File: config.mk
export PLATFORM = sky130hd
export DESIGN_NAME = truth_table_sequencer
export DESIGN_NICKNAME = d
export VERILOG_FILES = /design/src/rtl/truth_table_sequencer_pkg.sv /design/src/rtl/truth_table_sequencer_settle_timer.sv /design/src/rtl/truth_table_sequencer.sv
export SDC_FILE = /design/constraint.sdc
export NUM_CORES = 1
export LEC_CHECK = 0
export ABC_CLOCK_PERIOD_IN_PS = 2100
export CELL_PAD_IN_SITES_DETAIL_PLACEMENT = 0
export CELL_PAD_IN_SITES_GLOBAL_PLACEMENT = 1
export CORE_MARGIN = 5
export CORE_UTILIZATION = 40
export CTS_CLUSTER_SIZE = 14
export DETAILED_ROUTE_END_ITERATION = 7
export PLACE_DENSITY_LB_ADDON = 0.1
export SYNTH_ARGS = -nofsm -noshare
export SYNTH_HDL_FRONTEND = slang
export SYNTH_SLANG_ARGS = --single-unit
export TNS_END_PERCENT = 20
File: constraint.sdc
create_clock -name clk -period 2.1 [get_ports clk]
set_input_delay 0.42 -clock clk [delete_from_list [all_inputs] [get_ports clk]]
set_output_delay 0.42 -clock clk [all_outputs]
set_load 0.01 [all_outputs]
File: src/rtl/truth_table_sequencer_pkg.sv
// Purpose: shared FSM state encoding and vector-count helper for the truth-table sequencer.
// Latency: n/a (types and constants only).
// Backpressure: n/a.
//
// Contents:
//   state_t : 3-bit FSM encoding ST_IDLE..ST_DONE
//   n_vec() : number of input vectors for a given input count (2**n_in)
package truth_table_sequencer_pkg;

   typedef enum logic [2:0] {
      ST_IDLE   = 3'd0,
      ST_DRIVE  = 3'd1,
      ST_SETTLE = 3'd2,
      ST_CHECK  = 3'd3,
      ST_DONE   = 3'd4
   } state_t;

   function automatic int n_vec(input int n_in);
      return 1 << n_in;
   endfunction

endpackage

File: src/rtl/truth_table_sequencer_settle_timer.sv
// Purpose: settle down-counter; loaded on DRIVE, counts while enabled, flags the last settle clock.
// Latency: expired is high on the SETTLE_CYCLES-th enabled cycle after load.
// Backpressure: none; load always wins over counting.
//
// Ports:
//   clk, rst : clock, asynchronous active-high reset
//   load     : reload the counter with SETTLE_CYCLES
//   en       : count down this cycle (FSM is in SETTLE)
//   expired  : combinational, high while enabled with one settle clock remaining
module settle_timer #(
   parameter int SETTLE_CYCLES = 2,
   localparam int CW = $clog2(SETTLE_CYCLES + 1)
) (
   input  logic clk,
   input  logic rst,
   input  logic load,
   input  logic en,
   output logic expired
);

   logic [CW-1:0] cnt_q, cnt_d;

   always_comb begin
      cnt_d = cnt_q;
      if (load) begin
         cnt_d = CW'(SETTLE_CYCLES);
      end else if (en && (cnt_q != '0)) begin
         cnt_d = cnt_q - CW'(1);
      end
   end

   always_ff @(posedge clk or posedge rst) begin
      if (rst) begin
         cnt_q <= '0;
      end else begin
         cnt_q <= cnt_d;
      end
   end

   // A count of one means this is the final settle clock, so the FSM may move to CHECK.
   assign expired = en && (cnt_q == CW'(1));

endmodule

File: src/rtl/truth_table_sequencer.sv
// Purpose: sweeps all 2**N_IN vectors into a combinational function, samples F, compares to a table.
// Latency: done rises N_VEC*(SETTLE_CYCLES+2) clocks after start is sampled.
// Backpressure: start is ignored while busy; expected is sampled only when a sweep starts.
//
// Ports:
//   clk, rst        : clock, asynchronous active-high reset (aborts any sweep)
//   start           : request a sweep from IDLE or DONE (pulse or level)
//   expected        : expected F per vector, bit i = F(i)
//   dut_in          : function inputs, MSB = first input (A)
//   dut_out         : function output F
//   busy / done     : sweep in progress / finished (held until next start or rst)
//   pass            : valid while done; 1 when no vector mismatched
//   fail_count      : number of mismatching vectors
//   first_fail_idx  : index of the first mismatch, 0 if none
//   captured        : observed F per vector
//
// Build option: STOP_ON_FAIL_EN ends the sweep at the first mismatch.
module truth_table_sequencer
   import truth_table_sequencer_pkg::*;
#(
   parameter int N_IN          = 3,
   parameter int SETTLE_CYCLES = 2,
   localparam int N_VEC        = n_vec(N_IN)
) (
   input  logic             clk,
   input  logic             rst,
   input  logic             start,
   input  logic [N_VEC-1:0] expected,
   output logic [N_IN-1:0]  dut_in,
   input  logic             dut_out,
   output logic             busy,
   output logic             done,
   output logic             pass,
   output logic [N_IN:0]    fail_count,
   output logic [N_IN-1:0]  first_fail_idx,
   output logic [N_VEC-1:0] captured
);

   localparam logic [N_IN-1:0] LAST_IDX = N_IN'(N_VEC - 1);

   state_t             state_q, state_d;
   logic [N_IN-1:0]    idx_q, idx_d;
   logic [N_VEC-1:0]   exp_q, exp_d;
   logic [N_IN-1:0]    dut_in_q, dut_in_d;
   logic [N_IN:0]      fail_count_q, fail_count_d;
   logic [N_IN-1:0]    first_fail_idx_q, first_fail_idx_d;
   logic [N_VEC-1:0]   captured_q, captured_d;

   logic timer_load;
   logic timer_en;
   logic timer_expired;
   logic mismatch;

   assign timer_en = (state_q == ST_SETTLE);

   settle_timer #(
      .SETTLE_CYCLES(SETTLE_CYCLES)
   ) u_settle_timer (
      .clk     (clk),
      .rst     (rst),
      .load    (timer_load),
      .en      (timer_en),
      .expired (timer_expired)
   );

   always_comb begin
      state_d          = state_q;
      idx_d            = idx_q;
      exp_d            = exp_q;
      dut_in_d         = dut_in_q;
      fail_count_d     = fail_count_q;
      first_fail_idx_d = first_fail_idx_q;
      captured_d       = captured_q;
      timer_load       = 1'b0;
      mismatch         = (dut_out != exp_q[idx_q]);

      case (state_q)
         // DONE restarts exactly like IDLE; leaving DONE drops done on the same edge.
         ST_IDLE, ST_DONE: begin
            if (start) begin
               exp_d            = expected;
               fail_count_d     = '0;
               first_fail_idx_d = '0;
               captured_d       = '0;
               idx_d            = '0;
               state_d          = ST_DRIVE;
            end
         end
         ST_DRIVE: begin
            dut_in_d   = idx_q;
            timer_load = 1'b1;
            state_d    = ST_SETTLE;
         end
         ST_SETTLE: begin
            if (timer_expired) begin
               state_d = ST_CHECK;
            end
         end
         ST_CHECK: begin
            // dut_out is only looked at here, so settle-time glitches never reach the results.
            captured_d[idx_q] = dut_out;
            if (mismatch) begin
               fail_count_d = fail_count_q + (N_IN+1)'(1);
               if (fail_count_q == '0) begin
                  first_fail_idx_d = idx_q;
               end
            end
`ifdef STOP_ON_FAIL_EN
            if (mismatch || (idx_q == LAST_IDX)) begin
               state_d = ST_DONE;
            end else begin
               idx_d   = idx_q + N_IN'(1);
               state_d = ST_DRIVE;
            end
`else
            if (idx_q == LAST_IDX) begin
               state_d = ST_DONE;
            end else begin
               idx_d   = idx_q + N_IN'(1);
               state_d = ST_DRIVE;
            end
`endif
         end
         default: begin
            state_d = ST_IDLE;
         end
      endcase
   end

   always_ff @(posedge clk or posedge rst) begin
      if (rst) begin
         state_q          <= ST_IDLE;
         idx_q            <= '0;
         exp_q            <= '0;
         dut_in_q         <= '0;
         fail_count_q     <= '0;
         first_fail_idx_q <= '0;
         captured_q       <= '0;
      end else begin
         state_q          <= state_d;
         idx_q            <= idx_d;
         exp_q            <= exp_d;
         dut_in_q         <= dut_in_d;
         fail_count_q     <= fail_count_d;
         first_fail_idx_q <= first_fail_idx_d;
         captured_q       <= captured_d;
      end
   end

   // Status is decoded straight from the state so reset clears it with no extra flops.
   assign busy           = (state_q == ST_DRIVE) || (state_q == ST_SETTLE) || (state_q == ST_CHECK);
   assign done           = (state_q == ST_DONE);
   assign pass           = done && (fail_count_q == '0);
   assign dut_in         = dut_in_q;
   assign fail_count     = fail_count_q;
   assign first_fail_idx = first_fail_idx_q;
   assign captured       = captured_q;

endmodule

==> qor.yml, run 1 <==
cts:
  path_clk_slew_ns: 0.07
  cts-root-buf: "clkbuf_8"
  tritoncts: "built"
  ctsHoldBuffers: 0
  worstSkewPairLatency_ns: 0.28
  htreeDepth: 2
  clockBufferDepth: 2
  cts_buffers: 5
  cts.sink_count: 34
timing:
  tightestPinTransition_ns: 0.549
  finalHoldViolCount: 0
  setup_viol: 0
  period_needed_ns: 1.98
  fmax_mhz: 506
  min_period_over_period_pct: 94.1
  max-slew-margin-rel_pct: 63.4
  rsz0062_at_grt: "no"
  finalSetupTns_ns: 0
  drv_slew: 0
  whs_ns: 0.504
  skew_ns: 0.00821
yosys:
  ys_types: 32
  synth_area_per_cell_um2: 10.7
  yosysTopAreaCell: "dfrtp_1"
  yosysWarnings: 0
  syn_nets: 178
  synthCells: 160
  synth.cell_area_mm2: 0.00171
  synth_seq_area_share_pct: 49.8
  synth_top_area_share_pct: 49.8
  yosys-top-cells-area: "dfrtp_1, mux2_2, ha_1"
  synth.ff_latch_count: 34
min_path:
  hp-class: "flop to flop"
place:
  numPortBuffers: 32
  dpl.cell_count: 245
  place_congestion: 0.851
  dpl.hpwl_um: 2820
setup_path:
  cp-end-kind: "flop"
  path_class: "flop to flop"
  cp_max_fo: 5
  ff2ff_setup_slack_ns: 0.12
  worstPathArrival_ns: 2.19
  startpoint_type: "flop"
  required_ns: 2.32
global_route:
  grt_overflow: 0
  grt_pass1_wl_um: 6560
  grt_max_degree: 35
  grt_usage_pct: 15.4
  grt_pass1_vias: 1367
  antenna_found_initial: 0
detailed_routing:
  drc: 0
  first_iter_violations: 54
  viasPerCell: 5.16
  vias: 1311
  wl_um: 3780
  drt_pass1_iterations: 4
  route.detailed.wl_per_inst_um: 14.9
  ant_nets: 0
cells_and_area:
  finalNonFillerCells: 254
  num_antenna_cells: 0
  drive_gt1_share_pct: 18.6
  final_util_pct: 55.8
  finalNetCount: 221
  syn_to_final_growth_pct: 32.6
floorplanning:
  die_h_um: 75.4
  dieArea_mm2: 0.00568
  start_util_pct: 42.1
  rows: 23
  ios: 33
  core_mm2: 0.00406
  die_w_um: 75.4
power_and_ir_drop:
  power_density_mw_per_mm2: 1340
  max-vdd-ir-drop_mv: 0.711
  fin_total_pwr_mw: 3.03
  p_leak_nw: 1.05
outcome:
  status: "completed"
run:
  cap_violations: 0
synthesized netlist by cell type:
cell      instances
a211o_1           1
a21o_1            1
a21oi_1           7
a22o_1            5
a31oi_1           3
a32o_1            2
and3_1            1
clkbuf_1          8
dfrtp_1          34
ha_1              6
inv_1            11
mux2_2           12
mux2i_1           4
mux2i_4           1
mux4_1            1
mux4_2            1
nand2_1          17
nand3_1           4
nand3b_1          1
nor2_1           11
nor3_1            3
nor3_2            1
nor3b_1           1
nor3b_2           1
nor4b_1           1
o211ai_1          1
o21ai_0          14
o22ai_1           2
o31ai_1           1
or4_1             1
xnor2_1           2
xor2_2            1
logic make-up (layout without fill, tap and decap cells):
group,after synthesis,in the layout,share of synthesized area [%]
compound gates,37,37,13.5
xor+xnor,3,3,1.98
fa+ha+maj,6,6,4.39
buf+inv,19,63,4.17
flops,34,34,49.8
mux,19,19,14.4
simple gates,42,42,11.7
worst paths after layout:
| path | end | startpoint | cells past startpoint |
|---|---|---|---|
| max | fail_count[3] | idx_q[0] | 5 |
| min | exp_q[1] | exp_q[1] | 1 |
| max reg2reg | fail_count[3] | idx_q[0] | 5 |
| min reg2reg | exp_q[1] | exp_q[1] | 1 |
| max in group asynchronous | fail_count[2] | rst | 3 |
| min in group asynchronous | fail_count[3] | rst | 3 |
registers in the layout, indices dropped and copies added (netlist names):
register / count
first_fail_idx: 3
exp_q: 8
u_settle_timer.cnt_q: 2
idx_q: 3
fail_count: 4
state_q: 3
dut_in: 3
captured: 8
timing repair:
item / in CTS / in global routing
setup endpoints to repair: 1 / 2
pin swaps: 0 / 0
setup buffers: 1 / 0
resized for setup: 0 / 2
routing by layer:
layer / up-vias / wire length [um] / track usage [%]
li1: 653 / - / -
met1: 634 / 1700 / 20.7
met2: 20 / 1900 / 24.2
met3: 4 / 119 / 3.96
met4: 0 / 59 / 5.83
met5: - / 0 / 0
critical path, stage by stage, from the launching register on:
cell,delay (ns)
dfrtp_1,0.40
mux4_1,0.61
mux2i_4,0.21
xor2_2,0.14
or4_1,0.48
nand3_1,0.09
layout by cell type (no fill, tap or decap), types with 2 or more instances in the layout:
cell type and instances:
clkinv_2 2, nor2_1 10, dfrtp_1 34, o22ai_1 2
buf_4 12, mux2i_1 4, nor3_1 3, nand2_1 17
o21ai_0 14, xnor2_1 2, ha_1 6, a32o_1 2
clkbuf_8 5, nand3_1 4, clkdlybuf4s50_1 31, a21oi_1 7
a22o_1 5, mux2_2 12, inv_1 11, a31oi_1 3
power by group:
group / internal (mW) / switching, mW / leakage [nW]
logic: 0.722 / 0.717 / 0.548
clock network: 0.349 / 0.231 / 0.0579
registers: 0.879 / 0.128 / 0.441
total: 1.95 / 1.08 / 1.05
final cells by class:
| class | count | area [um2] |
|---|---|---|
| Multi-Input combinational cell | 107 | 790 |
| Timing Repair Buffer | 44 | 413 |
| Clock inverter | 3 | 40.0 |
| Clock buffer | 5 | 68.8 |
| Sequential cell | 34 | 851 |
| Fill cell | 350 | 1790 |
| Inverter | 11 | 41.3 |
| Tap cell | 50 | 62.6 |
through the flow:
| stage | worst slack [ns] | area [um2] |
|---|---|---|
| 2_1_floorplan | 0.160 | 1710 |
| 3_3_place_gp | 0.145 | 2140 |
| 3_5_place_dp | 0.115 | 2140 |
| 4_1_cts | 0.00658 | 2260 |
| 5_1_grt | 0.00477 | 2270 |
| 6_report | 0.124 | 2270 |
Power figures use the tool's default switching activity.
==> inputs of run 2 (changes only) <==
--- a/config.mk
+++ b/config.mk
@@ -10,6 +10,7 @@
 export CELL_PAD_IN_SITES_GLOBAL_PLACEMENT = 1
 export CORE_MARGIN = 5
 export CORE_UTILIZATION = 40
+export CTS_BUF_LIST = sky130_fd_sc_hd__clkbuf_16
 export CTS_CLUSTER_SIZE = 14
 export DETAILED_ROUTE_END_ITERATION = 7
 export PLACE_DENSITY_LB_ADDON = 0.1
==> run 2 against run 1 <==
Compared with the run above: first-iteration DRC count grew 48%; largest cell class unchanged; clock power grew 41%; count of clock-buffer cells in the layout is the same; highest routed layer unchanged; wire length grew 1.6%; combinational power is essentially flat; clock skew shrank 0.0061 ns; critical path depth is the same; fmax is essentially flat.
==> qor.yml, run 2 (same netlist as run 1, synthesis figures left out) <==
global_route:
  antenna_found_initial: 0  # unchanged
  grt_pass1_wl_um: 6550  # was 6560 um
  grt_max_degree: 35  # unchanged
  grt_overflow: 0  # unchanged
  grt_usage_pct: 15.1  # was 15.4%
  grt_pass1_vias: 1360  # was 1367
cells_and_area:
  syn_to_final_growth_pct: 35.9  # was 32.6%
  finalNetCount: 221  # unchanged
  drive_gt1_share_pct: 18.6  # unchanged
  num_antenna_cells: 0  # unchanged
  stdcell_area_mm2: 0.00232  # was 0.00227 mm2
  finalNonFillerCells: 254  # unchanged
  mostFrequentLayoutCells: "dfrtp_1, clkdlybuf4s50_1, nand2_1, o21ai_0"  # unchanged
  layout_commonest_cell: "dfrtp_1"  # unchanged
floorplanning:
  die_w_um: 75.4  # unchanged
  core_mm2: 0.00406  # unchanged
  dieArea_mm2: 0.00568  # unchanged
  die_h_um: 75.4  # unchanged
  rows: 23  # unchanged
  start_util_pct: 42.1  # unchanged
  ios: 33  # unchanged
cts:
  cts_buffers: 5  # unchanged
  clockBufferDepth: 2  # unchanged
  cts-root-buf: "clkbuf_16"  # was clkbuf_8
  worstSkewPairLatency_ns: 0.27  # was 0.28 ns
  tritoncts: "built"  # unchanged
  ctsHoldBuffers: 0  # unchanged
  htreeDepth: 2  # unchanged
  cts.sink_count: 34  # unchanged
  path_clk_slew_ns: 0.05  # was 0.07 ns
place:
  dpl.cell_count: 245  # unchanged
  numPortBuffers: 32  # unchanged
  post_dp_cell_area_mm2: 0.00214  # unchanged
  dpl.hpwl_um: 2820  # unchanged
  place_congestion: 0.851  # unchanged
setup_path:
  crit_chain: "mux4_1 -> mux2i_4 -> xor2_2 -> or4_1 -> nand3_1"  # unchanged
  path_class: "flop to flop"  # unchanged
  crit_family: "multiplexers"  # unchanged
  worstSetupEndpoint: "fail_count[3]"  # unchanged
  cp-end-kind: "flop"  # unchanged
  required_ns: 2.31  # was 2.32 ns
  ff2ff_setup_slack_ns: 0.12  # about the same
  crit_buf_inv: 0  # unchanged
  ff2ff_path_depth: 5  # unchanged
  rr_startpoint: "idx_q[0]"  # unchanged
  cpPeakStageDelay_ns: 0.61  # about the same
  cp.depth: 5  # unchanged
  cp_max_fo: 5  # unchanged
  worst_r2r_endpoint: "fail_count[3]"  # unchanged
  startpoint: "idx_q[0]"  # unchanged
  startpoint_type: "flop"  # unchanged
  slowest_stage: "mux4_1"  # unchanged
  worstPathArrival_ns: 2.19  # about the same
timing:
  fmax_mhz: 506  # about the same
  setup_viol: 0  # unchanged
  period_needed_ns: 1.98  # about the same
  rsz0062_at_grt: "no"  # unchanged
  skew_ns: 0.00215  # was 0.00821 ns
  min_period_over_period_pct: 94.2  # was 94.1%
  finalHoldViolCount: 0  # unchanged
  drv_slew: 0  # unchanged
  finalSetupTns_ns: 0  # unchanged
  tightestPinTransition_ns: 0.537  # was 0.549 ns
  max-slew-margin-rel_pct: 64.2  # was 63.4%
detailed_routing:
  drc: 0  # unchanged
  first_iter_violations: 80  # was 54
  vias: 1310  # was 1311
  viasPerCell: 5.16  # about the same
  wl_um: 3840  # was 3780 um
  route.detailed.wl_per_inst_um: 15.1  # was 14.9 um
  drt_pass1_iterations: 4  # unchanged
  ant_nets: 0  # unchanged
power_and_ir_drop:
  p_seq_share_pct: 30.9  # was 33.3%
  p_leak_nw: 1.07  # was 1.05 nW
  power_density_mw_per_mm2: 1410  # was 1340 mW/mm2
  swShare_pct: 33.9  # was 35.6%
  p_clk_share_pct: 25.0  # was 19.2%
  max-vdd-ir-drop_mv: 0.692  # was 0.711 mV
  p_int_mw: 2.16  # was 1.95 mW
  power.switching_mw: 1.11  # was 1.08 mW
  combPwrFrac_pct: 44.1  # was 47.6%
min_path:
  hp-class: "flop to flop"  # unchanged
run:
  cap_violations: 0  # unchanged
outcome:
  status: "completed"  # unchanged
## run 2: cell counts in the layout (fill, tap and decap cells not counted)
No cell type changed its count.
## run 2: layout make-up
| cell class | count | area (um2) |
|---|---|---|
| multi-input combinational | 107 | 790 |
| clock buffer | 5 | 125 |
| timing repair buffer | 44 | 413 |
| fill | 342 | 1740 |
| tap | 50 | 62.6 |
| inverter | 11 | 41.3 |
| sequential | 34 | 851 |
| clock inverter | 3 | 40.0 |
## run 2: repair_timing
| action | CTS | global route |
|---|---|---|
| pin swaps | 0 | 0 |
| endpoints found under the setup margin | 1 | 2 |
| setup buffers | 1 | 0 |
| resized for setup | 0 | 2 |
## run 2: metrics by stage
stage | hold slack (ns) | setup WS, ns | power, mW | util, %
2_1_floorplan | 0.470 | 0.160 | 1.93 | -
3_5_place_dp | 0.490 | 0.115 | 2.45 | 52.9
4_1_cts | 0.504 | 0.0281 | 3.30 | 57.1
6_report | 0.500 | 0.122 | 3.26 | 57.2
3_3_place_gp | 0.482 | 0.145 | 2.41 | 52.9
5_1_grt | 0.522 | 0.00685 | 3.50 | 57.2
## run 2: power by group through the flow
stage	clock network (mW)	logic (mW)	registers, mW
after floorplan	0	0.896	1.03
after global placement	0	1.40	1.01
after detailed placement	0	1.43	1.02
after CTS	0.832	1.46	1.01
after global routing	0.870	1.59	1.04
final	0.815	1.44	1.01
## run 2: worst reg2reg max path: stages, from the launching register on
cell,delay [ns]
dfrtp_1,0.39
mux4_1,0.61
mux2i_4,0.21
xor2_2,0.14
or4_1,0.48
nand3_1,0.09
## run 2: worst min path at each step
stage | cells past startpoint | endpoint | slack (ns) | startpoint
6_report | 1 | exp_q[1] | 0.50 | exp_q[1]
5_1_grt | 1 | exp_q[1] | 0.52 | exp_q[1]
4_1_cts | 1 | exp_q[1] | 0.50 | exp_q[1]
3_5_place_dp | 1 | captured[0] | 0.49 | captured[0]
3_3_place_gp | 1 | exp_q[4] | 0.48 | exp_q[4]
2_1_floorplan | 1 | exp_q[1] | 0.47 | exp_q[1]
## run 2: routing by layer
layer	share of wire (%)	global-route usage [%]	up-vias	wire length [um]
li1	-	-	649	-
met1	43	20.8	630	1670
met2	51	24.2	29	1980
met3	4.7	3.56	2	181
met4	0.44	4.08	0	17
met5	0	0	-	0
